**config.mk**
```make
export PLATFORM = sky130hd
export DESIGN_NAME = beep_rhythm_gen_flat
export DESIGN_NICKNAME = d
export VERILOG_FILES = /design/src/rtl/beep_rhythm_gen_if.sv /design/src/rtl/beep_rhythm_gen.sv /design/src/flat_wrapper.sv
export SDC_FILE = /design/constraint.sdc
export NUM_CORES = 1
export LEC_CHECK = 0
export CAP_MARGIN = 40
export CORE_AREA = 2 2 108 110
export CTS_BUF_LIST = sky130_fd_sc_hd__clkbuf_4
export CTS_CLUSTER_SIZE = 30
export DETAILED_ROUTE_END_ITERATION = 16
export DIE_AREA = 0 0 110 112
export GPL_TIMING_DRIVEN = 0
export MAX_ROUTING_LAYER = met4
export RECOVER_POWER = 25
export SYNTH_ARGS = -nofsm -noshare
export SYNTH_HDL_FRONTEND = slang
export SYNTH_SLANG_ARGS = --single-unit
export TNS_END_PERCENT = 5
```
**constraint.sdc**
```tcl
create_clock -name clk_50MHz -period 5.07 [get_ports clk_50MHz]
set_clock_uncertainty 0.1 [all_clocks]
set_input_delay 0.507 -clock clk_50MHz [delete_from_list [all_inputs] [get_ports clk_50MHz]]
set_output_delay 0.507 -clock clk_50MHz [all_outputs]
set_load 0.01 [all_outputs]
```
**src/rtl/beep_rhythm_gen_if.sv**
```systemverilog
// Control and status bundle for the buzzer rhythm generator.
// Ports (master = tempo controller, slave = beep_rhythm_gen):
//   en, restart, bpm, bar_len        tempo control, driven by the master
//   tick, beat, downbeat             1-cycle rhythm pulses, driven by the slave
//   sub_idx, beat_idx, bar_cnt       position of the tick just emitted
interface beep_rhythm_gen_if #(
    parameter int SUBDIV = 4,
    parameter int BPM_W  = 9
);
    localparam int SUB_W = (SUBDIV > 1) ? $clog2(SUBDIV) : 1;

    logic             en;
    logic             restart;
    logic [BPM_W-1:0] bpm;
    logic [2:0]       bar_len;
    logic             tick;
    logic             beat;
    logic             downbeat;
    logic [SUB_W-1:0] sub_idx;
    logic [2:0]       beat_idx;
    logic [15:0]      bar_cnt;

    modport master (
        output en, restart, bpm, bar_len,
        input  tick, beat, downbeat, sub_idx, beat_idx, bar_cnt
    );

    modport slave (
        input  en, restart, bpm, bar_len,
        output tick, beat, downbeat, sub_idx, beat_idx, bar_cnt
    );
endinterface

```
**src/rtl/beep_rhythm_gen.sv**
```systemverilog
// Programmable tempo generator for the buzzer subsystem.
// A fractional phase accumulator adds bpm*SUBDIV every enabled cycle and
// wraps at 60*CLK_HZ, so the mean tick rate is exactly bpm*SUBDIV/60 Hz
// without a divider and without long-term drift.
// Ports:
//   clk_50MHz  system clock
//   rst_n      synchronous reset, active HIGH (1 = reset) despite the name
//   bus        beep_rhythm_gen_if slave: en/restart/bpm/bar_len in,
//              tick/beat/downbeat pulses and sub_idx/beat_idx/bar_cnt out
module beep_rhythm_gen #(
    parameter int CLK_HZ = 50_000_000,
    parameter int SUBDIV = 4,
    parameter int BPM_W  = 9,
    parameter int ACC_W  = 33
) (
    input  logic              clk_50MHz,
    input  logic              rst_n,
    beep_rhythm_gen_if.slave  bus
);
    localparam int SUB_W = (SUBDIV > 1) ? $clog2(SUBDIV) : 1;
    localparam logic [ACC_W-1:0] THRESH  = ACC_W'(64'(CLK_HZ) * 64'd60);
    localparam logic [SUB_W-1:0] SUB_MAX = SUB_W'(SUBDIV - 1);

    logic [ACC_W-1:0] acc_q, acc_d;
    logic [SUB_W-1:0] next_sub_q, next_sub_d;
    logic [2:0]       next_beat_q, next_beat_d;
    logic             tick_q, tick_d;
    logic             beat_q, beat_d;
    logic             downbeat_q, downbeat_d;
    logic [SUB_W-1:0] sub_idx_q, sub_idx_d;
    logic [2:0]       beat_idx_q, beat_idx_d;
    logic [15:0]      bar_cnt_q, bar_cnt_d;

    logic [ACC_W-1:0] inc;
    logic [ACC_W-1:0] sum;
    logic [2:0]       eff_len;
    logic [3:0]       beat_inc;
    logic             is_down;

    assign inc      = ACC_W'(bus.bpm) * ACC_W'(SUBDIV);
    assign sum      = acc_q + inc;
    assign eff_len  = (bus.bar_len == 3'd0) ? 3'd1 : bus.bar_len;
    // One extra bit so next_beat+1 can reach 8 without wrapping before the compare.
    assign beat_inc = {1'b0, next_beat_q} + 4'd1;
    assign is_down  = (next_sub_q == '0) && (next_beat_q == 3'd0);

    always_comb begin
        acc_d       = acc_q;
        next_sub_d  = next_sub_q;
        next_beat_d = next_beat_q;
        tick_d      = 1'b0;
        beat_d      = 1'b0;
        downbeat_d  = 1'b0;
        sub_idx_d   = sub_idx_q;
        beat_idx_d  = beat_idx_q;
        bar_cnt_d   = bar_cnt_q;

        if (bus.restart) begin
            acc_d       = '0;
            next_sub_d  = '0;
            next_beat_d = 3'd0;
            sub_idx_d   = '0;
            beat_idx_d  = 3'd0;
            bar_cnt_d   = 16'd0;
        end else if (bus.en) begin
            if (sum >= THRESH) begin
                // Remainder is kept so the phase error never accumulates.
                acc_d      = sum - THRESH;
                tick_d     = 1'b1;
                beat_d     = (next_sub_q == '0);
                downbeat_d = is_down;
                sub_idx_d  = next_sub_q;
                beat_idx_d = next_beat_q;
                if (next_sub_q == SUB_MAX) begin
                    next_sub_d = '0;
                    // bar_len is sampled here, so a mid-bar change takes
                    // effect at the next beat boundary.
                    if (beat_inc >= {1'b0, eff_len}) begin
                        next_beat_d = 3'd0;
                    end else begin
                        next_beat_d = beat_inc[2:0];
                    end
                end else begin
                    next_sub_d = next_sub_q + SUB_W'(1);
                end
                if (is_down && (bar_cnt_q != 16'hFFFF)) begin
                    bar_cnt_d = bar_cnt_q + 16'd1;
                end
            end else begin
                acc_d = sum;
            end
        end
    end

    always_ff @(posedge clk_50MHz) begin
        if (rst_n) begin
            acc_q       <= '0;
            next_sub_q  <= '0;
            next_beat_q <= 3'd0;
            tick_q      <= 1'b0;
            beat_q      <= 1'b0;
            downbeat_q  <= 1'b0;
            sub_idx_q   <= '0;
            beat_idx_q  <= 3'd0;
            bar_cnt_q   <= 16'd0;
        end else begin
            acc_q       <= acc_d;
            next_sub_q  <= next_sub_d;
            next_beat_q <= next_beat_d;
            tick_q      <= tick_d;
            beat_q      <= beat_d;
            downbeat_q  <= downbeat_d;
            sub_idx_q   <= sub_idx_d;
            beat_idx_q  <= beat_idx_d;
            bar_cnt_q   <= bar_cnt_d;
        end
    end

    assign bus.tick     = tick_q;
    assign bus.beat     = beat_q;
    assign bus.downbeat = downbeat_q;
    assign bus.sub_idx  = sub_idx_q;
    assign bus.beat_idx = beat_idx_q;
    assign bus.bar_cnt  = bar_cnt_q;
endmodule

```
**src/flat_wrapper.sv**
```systemverilog
// flat-port wrapper written by rule: the top's interface ports become plain ports
module beep_rhythm_gen_flat 
#(
    parameter int CLK_HZ = 50_000_000,
    parameter int SUBDIV = 4,
    parameter int BPM_W  = 9,
    parameter int ACC_W  = 33
)
  (clk_50MHz, rst_n, bus_en, bus_restart, bus_bpm, bus_bar_len, bus_tick, bus_beat, bus_downbeat, bus_sub_idx, bus_beat_idx, bus_bar_cnt);
  beep_rhythm_gen_if #(.SUBDIV(SUBDIV), .BPM_W(BPM_W)) bus_i ();
  input  logic clk_50MHz;
  input  logic rst_n;
  input wire logic [$bits(bus_i.en)-1:0] bus_en;
  input wire logic [$bits(bus_i.restart)-1:0] bus_restart;
  input wire logic [$bits(bus_i.bpm)-1:0] bus_bpm;
  input wire logic [$bits(bus_i.bar_len)-1:0] bus_bar_len;
  output wire logic [$bits(bus_i.tick)-1:0] bus_tick;
  output wire logic [$bits(bus_i.beat)-1:0] bus_beat;
  output wire logic [$bits(bus_i.downbeat)-1:0] bus_downbeat;
  output wire logic [$bits(bus_i.sub_idx)-1:0] bus_sub_idx;
  output wire logic [$bits(bus_i.beat_idx)-1:0] bus_beat_idx;
  output wire logic [$bits(bus_i.bar_cnt)-1:0] bus_bar_cnt;
  assign bus_i.en = bus_en;
  assign bus_i.restart = bus_restart;
  assign bus_i.bpm = bus_bpm;
  assign bus_i.bar_len = bus_bar_len;
  assign bus_tick = bus_i.tick;
  assign bus_beat = bus_i.beat;
  assign bus_downbeat = bus_i.downbeat;
  assign bus_sub_idx = bus_i.sub_idx;
  assign bus_beat_idx = bus_i.beat_idx;
  assign bus_bar_cnt = bus_i.bar_cnt;
  beep_rhythm_gen #(.CLK_HZ(CLK_HZ), .SUBDIV(SUBDIV), .BPM_W(BPM_W), .ACC_W(ACC_W)) u_core (.clk_50MHz(clk_50MHz), .rst_n(rst_n), .bus(bus_i));
endmodule
```
==> results of run 1 <==
==> cells in the final DEF (no fill, tap or decap), types with 6 or more instances in the layout <==
master	count
ha_1	18
nand4_1	9
a21o_1	7
or3_1	13
nor3_1	15
clkdlybuf4s50_1	21
nand2_1	62
o21a_1	6
mux2i_1	9
inv_1	18
dfxtp_1	60
and3_1	14
xor2_1	23
buf_2	7
nor4_1	7
clkbuf_4	9
o22ai_1	7
a21oi_1	43
o211ai_1	12
clkbuf_1	18
nor2_1	50
nand3_1	29
o21ai_0	14
xnor2_1	25
dlygate4sd3_1	17
==> cell type report <==
cell class	count	share of cell area, %
clock buffers	9	1.26
multi-input cells	474	60.4
repair buffers	39	7.21
well taps	143	3.32
inverters	18	1.26
clock inverters	7	1.42
flip-flops and latches	60	22.3
diodes	1	0.0465
plain buffers	31	2.81
==> sequential cells by signal, indices dropped and copies added (netlist names) <==
name,count
u_core.bus.sub_idx,2
u_core.bus.beat,1
u_core.next_sub_q,2
u_core.bus.beat_idx,3
u_core.bus.bar_cnt,16
u_core.acc_q,31
u_core.next_beat_q,3
u_core.bus.tick,1
u_core.bus.downbeat,1
==> worst max-delay path by stage <==
stage,start,end,cells after the start
finish,bus_bpm[0],u_core.acc_q[18],16
global route,bus_bpm[0],u_core.acc_q[18],16
CTS,bus_bpm[0],u_core.acc_q[18],17
detailed placement,bus_bpm[0],u_core.next_sub_q[0],16
global placement,bus_bpm[0],u_core.next_beat_q[0],16
floorplan,bus_bpm[0],u_core.acc_q[18],16
==> cell families (layout without fill, tap and decap cells) <==
family,count (synthesis),in the layout,share of synthesized area (%)
AOI/OAI and AO/OA,149,149,24.0
xor gates and xnor gates,50,50,9.79
adders and majority gates,19,19,5.30
buffers and inverters,49,104,4.73
DFF,60,60,26.0
muxes,11,11,2.43
other,0,1,0
and+or+nand+nor,245,245,27.8
==> cell usage after synthesis (3+ instances only) <==
cell type	instances	area share [%]
a211oi_1	4	0.65
a21boi_0	3	0.49
a21o_1	7	1.1
a21oi_1	44	4.8
a31o_2	4	0.76
a31oi_1	4	0.54
a41oi_1	3	0.57
and2_1	3	0.41
and3_1	14	1.9
and4_1	5	0.95
buf_2	7	0.76
buf_6	3	0.73
clkbuf_1	18	1.5
dfxtp_1	60	26
ha_1	18	4.9
inv_1	18	1.5
mux2i_1	9	1.9
nand2_1	63	5.1
nand2b_1	3	0.41
nand3_1	29	3.1
nand3b_1	4	0.65
nand4_1	9	1.2
nor2_1	51	4.1
nor3_1	15	1.6
nor3b_1	4	0.65
nor4_1	7	0.95
o2111ai_1	3	0.57
o211ai_1	12	1.9
o21a_1	6	0.97
o21ai_0	14	1.5
o21ai_1	3	0.32
o21bai_1	3	0.49
o22ai_1	7	0.95
o31ai_1	3	0.49
or3_1	13	1.8
or4_1	5	0.81
xnor2_1	25	4.7
xor2_1	23	4.4
==> power by group through the flow <==
stage / Clock (mW) / Sequential [mW] / Combinational (mW)
2_1_floorplan: 0 / 0.487 / 0.0878
3_3_place_gp: 0 / 0.488 / 0.127
3_5_place_dp: 0 / 0.488 / 0.129
4_1_cts: 0.366 / 0.477 / 0.130
5_1_grt: 0.387 / 0.478 / 0.144
6_report: 0.358 / 0.477 / 0.132
==> layer usage <==
metal  share of wire [%]  GRT usage [%]
met4                 1.6           6.92
met3                 6.2           4.74
met5                   0              -
met2                  46           37.9
met1                  46           32.7
==> per-stage QoR <==
stage / TNS (ns) / power (mW) / cells / util (%)
floorplan: 0 / 0.575 / 583 / -
global placement: -18.86 / 0.615 / 764 / 46.4
detailed placement: -20.74 / 0.617 / 764 / 46.4
CTS: 0 / 0.973 / 780 / 47.8
global route: -0.626 / 1.01 / 782 / 48.2
finish: 0 / 0.967 / 782 / 48.2
==> what timing repair did <==
action | CTS | global route
pin swaps | 0 | 1
setup endpoints to repair | 21 | 41
resized for setup | 2 | 5
setup buffers | 0 | 1
endpoints found under the hold margin | 0 | 0
==> tightest hold or removal path, delay by kind of cell (launching register included) <==
| family | cells | cell delay [ns] |
|---|---|---|
| and+or+nand+nor | 1 | 0.05 |
| AOI/OAI and AO/OA | 1 | 0.05 |
| DFF | 1 | 0.33 |
==> impl_metrics.yaml, run 1 <==
status:
  outcome: "finished, final reports clean"
min_path:
  min_path_cells: 2
  worst_hold_path_type: "flop to flop"
  hold_start: "u_core.bus.beat_idx[2]"
  min_to: "u_core.bus.beat_idx[2]"
cts:
  clk_pin_slew_ns: 0.12
  cts_hold_buffers: 0
  cts_max_level: 3
  clock_path_buffers: 2
  cts.sinks: 60
  cts_tree: "done"
  numCtsBuffers: 9
  clk-insertion-delay-late_ns: 0.44
  cts_root_buf: "clkbuf_4"
final_layout:
  design_area_um2: 5380
  nets: 668
  syn_to_final_growth_pct: 16.3
  ff_latch_area_um2: 1200
  drive_gt1_share_pct: 10.7
  multi_input_area_um2: 3250
  n_fill_cell: 1100
global_route:
  grt_pass1_vias: 4342
  overflow: 0
  grt_usage_pct: 24.6
  grt_antenna_before_repair: 1
  grt_pass1_wl_um: 22500
  grt_max_degree: 13
yosys:
  synth-edff-count: 0
  ys_warn_count: 0
  synthDistinctLibCells: 85
  async_flop_share_pct: 0
  syn-num-nets: 618
  netlist_area_um2: 4630
  ys_seq_area_share_pct: 26.0
  synth_ff_type: "dfxtp_1"
  syn_area_per_cell_um2: 7.94
  synth_seq_cells: 60
  synth_cells: 583
timing:
  whs_ns: 0.362
  finalHoldViolations: 0
  setup_viol: 0
  final_max_slew_viol_count: 0
  worst_pin_slew_ns: 0.720
  period_minus_slack_ns: 4.94
  fmax_ghz: 0.203
  max_slew_margin_pct: 52.0
  timing.final.crit_share_pct: 97.3
  finalWorstSetupSlack_ns: 0.135
  rsz0062_at_grt: "yes"
route:
  via_per_inst: 5.87
  ant_nets: 0
  drt-initial-drc-count: 303
  dr_total_vias: 4591
  routed_wirelength_um: 14200
  drc: 0
  dr.pass1.iters: 5
  wl_per_cell_um: 18.2
die:
  core_region_area_um2: 11200
  fp-row-count: 39
  die_x_um: 110
  dieHeight_um: 112
  start_util_pct: 41.4
  ios: 40
  die-area_um2: 12300
placement:
  place_area_um2: 5190
  dp_hpwl_um: 10500
  place_congestion: 0.955
  io_buffers: 38
  place_ws_ns: -0.651
worst_setup_path:
  critPathMaxFanout: 10
  cp-end-kind: "flop"
  max_stage_delay_ns: 0.50
  arrival_ns: 5.22
  reg2reg_to: "u_core.acc_q[18]"
  crit_slowest_cell: "nor4b_2"
  r2r_slack_ns: 0.31
  reg2reg_depth: 15
  worst-path-buf-inv: 3
  start_kind: "input port"
  critPathTopFamily: "compound AO/OA/AOI/OAI gates"
  cp_data_required_time_ns: 5.36
  crit_type: "input port to flop"
  regToRegStartpoint: "u_core.acc_q[2]"
  path_cells: "clkdlybuf4s50_1, ha_1, inv_1, fa_1, nand2b_1, a211oi_4, o21ai_1, xor2_1, o21bai_1, nor4b_2, a32oi_4, and2_1, buf_6, or4_1, a21oi_1, mux2i_1"
flow_run:
  max_cap_violations: 0
pwr:
  ir_drop_uv: 148
  swShare_pct: 30.2
  switchingPower_mw: 0.292
  combPwrFrac_pct: 13.6
  p_leak_nw: 1.90
  sequentialPowerShare_pct: 49.4
  p_clk_share_pct: 37.0
  power_density_nw_per_um2: 180
  p_int_mw: 0.676
Power figures use the tool's default switching activity.
==> run 2, diff against run 1 <==
- CTS_CLUSTER_DIAMETER: default -> 80
- clock period: 5.07 -> 4.1 ns (I/O delays scaled with it)
==> run 2 against run 1 <==
First-iteration DRC count rose by 9.2%. Largest power group unchanged. Core utilization rose by 4.5 points. Non-clock buffer count rose by 19. Largest cell class unchanged.
==> impl_metrics.yaml, run 2 (synthesized netlist as in run 1, its figures left out) <==
worst_setup_path:
  crit_type: "input port to flop"
  critPathMaxFanout: 6
  crit_path_start: "bus_bpm[1]"
  cp_data_required_time_ns: 4.42
  start_kind: "input port"
  cp-end-kind: "flop"
  reg2reg_depth: 16
  regToRegStartpoint: "u_core.acc_q[2]"
  worstSetupEndpoint: "u_core.acc_q[18]"
  reg2reg_to: "u_core.acc_q[18]"
  r2r_slack_ns: 0.06
  arrival_ns: 4.38
cts:
  cts.sinks: 60
  clk-insertion-delay-late_ns: 0.47
  clock_path_buffers: 2
  cts_root_buf: "clkbuf_4"
  clk_pin_slew_ns: 0.14
  cts_max_level: 3
  cts_tree: "done"
  numCtsBuffers: 9
pwr:
  ir_drop_uv: 188
  p_leak_nw: 2.15
  switchingPower_mw: 0.409
  swShare_pct: 32.4
  p_clk_share_pct: 38.6
  combPwrFrac_pct: 14.6
  power_density_nw_per_um2: 214
  p_int_mw: 0.854
  p_total_mw: 1.26
  sequentialPowerShare_pct: 46.8
min_path:
  worst_hold_path_type: "input port to flop"
global_route:
  grt_max_degree: 14
  grt_antenna_before_repair: 0
  overflow: 0
  grt_pass1_wl_um: 23700
  grt_pass1_vias: 4610
  grt_usage_pct: 25.9
flow_run:
  max_cap_violations: 0
timing:
  finalWorstSetupSlack_ns: 0.0384
  worst_pin_slew_ns: 0.802
  final_max_slew_viol_count: 0
  timing.final.crit_share_pct: 99.1
  period_minus_slack_ns: 4.06
  setup_viol: 0
  max_slew_margin_pct: 46.5
  rsz0062_at_grt: "yes"
  fmax_ghz: 0.246
  finalHoldViolations: 0
route:
  dr.pass1.iters: 5
  ant_nets: 0
  drt-initial-drc-count: 331
  routed_wirelength_um: 14900
  dr_total_vias: 4747
  via_per_inst: 5.93
  drc: 0
  wl_per_cell_um: 18.6
final_layout:
  syn_to_final_growth_pct: 27.3
  final_common_cell: "nand2_1"
  largest_reg_flops: 31
  stdcell_count: 801
  antenna_cells: 0
  nets: 688
  drive_gt1_share_pct: 19.6
  layout_common_cells: "60 x nand2_1, 58 x dfxtp_1, 48 x nor2_1"
  largest-register: "u_core.acc_q"
placement:
  dp_hpwl_um: 10500
  place_congestion: 0.953
  place_inst: 764
  place_ws_ns: -1.50
  io_buffers: 38
die:
  dieHeight_um: 112
  ios: 40
  start_util_pct: 41.4
  fp-row-count: 39
  die_x_um: 110
  core_region_area_um2: 11200
  die-area_um2: 12300
status:
  outcome: "finished, final reports clean"
==> run 2: worst min-delay path by stage <==
| stage | from | end | slack (ns) | cells after the start |
|---|---|---|---|---|
| 5_1_grt | bus_bpm[0] | u_core.acc_q[2] | 0.34 | 4 |
| 6_report | bus_bpm[0] | u_core.acc_q[2] | 0.30 | 4 |
| 3_5_place_dp | u_core.bus.sub_idx[1] | u_core.bus.sub_idx[1] | 0.35 | 2 |
| 2_1_floorplan | u_core.acc_q[8] | u_core.acc_q[8] | 0.35 | 2 |
| 4_1_cts | u_core.bus.sub_idx[1] | u_core.bus.sub_idx[1] | 0.37 | 2 |
| 3_3_place_gp | u_core.bus.sub_idx[1] | u_core.bus.sub_idx[1] | 0.35 | 2 |
==> run 2: routing by layer <==
| metal | vias to the layer above | track usage, % | part of all wire [%] |
|---|---|---|---|
| met2 | 160 | 39.2 | 47 |
| met4 | 0 | 9.37 | 2.1 |
| met1 | 2275 | 33.7 | 44 |
| met5 | - | - | 0 |
| li1 | 2284 | - | - |
| met3 | 28 | 5.39 | 6.7 |
==> run 2: final cells by class <==
class | instances | area [um^2]
Tap cell | 143 | 179
Timing Repair Buffer | 59 | 564
Clock buffer | 9 | 67.6
Fill cell | 1079 | 5290
Inverter | 18 | 67.6
Multi-Input combinational cell | 475 | 3570
Buffer | 30 | 149
Sequential cell | 60 | 1200
Clock inverter | 7 | 82.6
==> run 2: repair_timing <==
action                                  4_1_cts  5_1_grt
pin swaps                                    15       25
setup buffers                                14        7
endpoints found under the setup margin       53       42
hold buffers                                  0        0
gates cloned                                  0        1
resized for setup                            36       40
==> run 2: per-stage QoR <==
stage	utilization (%)	hold WS, ns	cell area, um^2	TNS, ns
after floorplan	-	0.349	4630	0
after global placement	46.4	0.349	5190	-66.57
after detailed placement	46.4	0.351	5190	-66.83
after CTS	50.4	0.368	5640	-0.0280
after global routing	52.7	0.337	5890	-0.263
final	52.7	0.302	5890	0
==> run 2: power by group through the flow <==
stage               Sequential [mW]  Clock [mW]  Combinational [mW]
floorplan                     0.602           0               0.109
global placement              0.603           0               0.157
finish                        0.591       0.488               0.184
detailed placement            0.604           0               0.160
CTS                           0.591       0.498               0.173
global route                  0.592       0.524               0.200
==> run 2: critical path, cell delays in order <==
cell	delay (ns)
clkdlybuf4s50_1	0.49
inv_1	0.07
fa_2	0.40
nand2b_4	0.20
a211oi_4	0.26
buf_6	0.15
buf_4	0.11
o21ai_4	0.09
xor2_1	0.18
o21bai_2	0.30
nor4b_4	0.41
a32oi_4	0.23
and2_4	0.24
or4_4	0.48
a21oi_2	0.17
mux2i_1	0.18
==> run 3, diff against run 2 <==
- CORE_AREA: 2 2 108 110 -> 2 2 129 93
- DIE_AREA: 0 0 110 112 -> 0 0 131 95
- PLACE_DENSITY: default -> 0.6
- clock period: 4.1 -> 4.73 ns (I/O delays scaled with it)
==> run 3 against run 2 <==
Clock-buffer cell count did not move. Die area rose by 1.0%. Critical path type unchanged. First-iteration DRC count rose by 9.4%. Critical endpoint unchanged.
==> impl_metrics.yaml, run 3 (synthesized netlist as in run 1, its figures left out) <==
timing:
  finalWorstSetupSlack_ns: 0.156
  worst_pin_slew_ns: 0.782
  max_slew_margin_pct: 47.9
  timing.final.crit_share_pct: 96.7
  period_minus_slack_ns: 4.57
  rsz0062_at_grt: "no"
  fmax_ghz: 0.219
  finalHoldViolations: 0
  whs_ns: 0.365
  final_max_slew_viol_count: 0
  setup_viol: 0
route:
  ant_nets: 0
  dr_total_vias: 4610
  dr.pass1.iters: 4
  via_per_inst: 5.76
  routed_wirelength_um: 14100
  wl_per_cell_um: 17.7
  drc: 0
  drt-initial-drc-count: 362
global_route:
  grt_antenna_before_repair: 0
  grt_pass1_vias: 4160
  overflow: 0
  grt_max_degree: 12
  grt_pass1_wl_um: 22100
  grt_usage_pct: 24.1
flow_run:
  max_cap_violations: 0
placement:
  place_area_um2: 5200
  dp_hpwl_um: 10500
  place_ws_ns: -0.715
  io_buffers: 38
  place_congestion: 1.03
worst_setup_path:
  cp_data_required_time_ns: 4.99
  arrival_ns: 4.83
  cp-end-kind: "flop"
  path_cells: "clkdlybuf4s50_1, ha_1, inv_1, fa_1, nand2b_2, a211oi_4, buf_4, o211ai_1, nor3_2, xnor2_2, a2111oi_4, a32oi_4, and2_1, buf_6, or4_1, a21oi_1, mux2i_1"
  critPathMaxFanout: 10
  crit_slowest_cell: "clkdlybuf4s50_1"
  max_stage_delay_ns: 0.46
  crit_type: "input port to flop"
  start_kind: "input port"
cts:
  numCtsBuffers: 9
  cts_max_level: 3
  clk-insertion-delay-late_ns: 0.44
  clk_pin_slew_ns: 0.11
  cts_root_buf: "clkbuf_4"
  cts_tree: "done"
  cts.sinks: 60
  clock_path_buffers: 2
pwr:
  switchingPower_mw: 0.314
  p_int_mw: 0.668
  p_leak_nw: 1.95
  p_clk_share_pct: 32.9
  sequentialPowerShare_pct: 52.0
  combPwrFrac_pct: 15.0
  p_total_mw: 0.983
  power_density_nw_per_um2: 179
  ir_drop_uv: 125
  swShare_pct: 32.0
final_layout:
  drive_gt1_share_pct: 12.3
  final_common_cell: "nand2_1"
  nets: 673
  layout_common_cells: "62 x nand2_1, 60 x dfxtp_1, 49 x nor2_1"
  n_fill_cell: 1109
  design_area_um2: 5480
  largest-register: "u_core.acc_q"
  antenna_cells: 0
  utilization_pct: 48.2
  syn_to_final_growth_pct: 18.3
  largest_reg_flops: 31
die:
  die_x_um: 131
  dieHeight_um: 95
  core_region_area_um2: 11400
  start_util_pct: 40.7
  die-area_um2: 12400
  ios: 40
  fp-row-count: 33
status:
  outcome: "finished, final reports clean"
min_path:
  worst_hold_path_type: "flop to flop"
[run 3: metal layers]
layer  share of wire [%]  GRT usage [%]
met4                 1.7           6.56
met3                 6.5           5.55
met5                   0              -
met1                  51           34.6
met2                  41           33.5
[run 3: cell type report]
cell class                 instances  area, um^2  area share, %
timing repair buffer              44         425           7.77
clock buffer                       9        67.6           1.23
tap                              157         196           3.59
multi-input combinational        474        3320           60.7
inverter                          18        67.6           1.23
clock inverter                     7        43.8          0.800
buffer                            31         151           2.77
sequential                        60        1200           21.9
[run 3: metrics by stage]
| stage | instances | setup TNS, ns |
|---|---|---|
| floorplan | 583 | 0 |
| global placement | 778 | -24.92 |
| detailed placement | 778 | -28.62 |
| CTS | 795 | -0.131 |
| global route | 800 | 0 |
| finish | 800 | 0 |
[run 3: final timing paths]
| kind | from | endpoint | slack, ns | cells past startpoint |
|---|---|---|---|---|
| max | bus_bpm[0] | u_core.acc_q[18] | 0.16 | 17 |
| min | u_core.bus.sub_idx[0] | u_core.bus.sub_idx[0] | 0.36 | 2 |
| max reg2reg | u_core.acc_q[2] | u_core.acc_q[18] | 0.31 | 16 |
| min reg2reg | u_core.bus.sub_idx[0] | u_core.bus.sub_idx[0] | 0.36 | 2 |
[run 3: power by group through the flow]
stage          Clock [mW]  Combinational, mW  Sequential [mW]
2_1_floorplan           0             0.0941            0.522
3_3_place_gp            0              0.137            0.523
3_5_place_dp            0              0.139            0.523
4_1_cts             0.333              0.140            0.511
5_1_grt             0.355              0.160            0.512
6_report            0.323              0.148            0.511
[run 3: what timing repair did]
item | CTS | global route
pin swaps | 2 | 4
buffers inserted | 1 | 5
endpoints found under the setup margin | 38 | 44
gates resized for setup | 1 | 19
hold buffers | 0 | 0
[run 3: worst max-delay path, delay by kind of cell]
family | cells | cell delay, ns
AND/OR/NAND/NOR | 4 | 1.23
multiplexers | 1 | 0.21
adder cells (fa/ha/maj) | 2 | 0.61
XOR/XNOR | 1 | 0.15
buffers and inverters | 4 | 0.88
AO/OA/AOI/OAI | 5 | 1.26
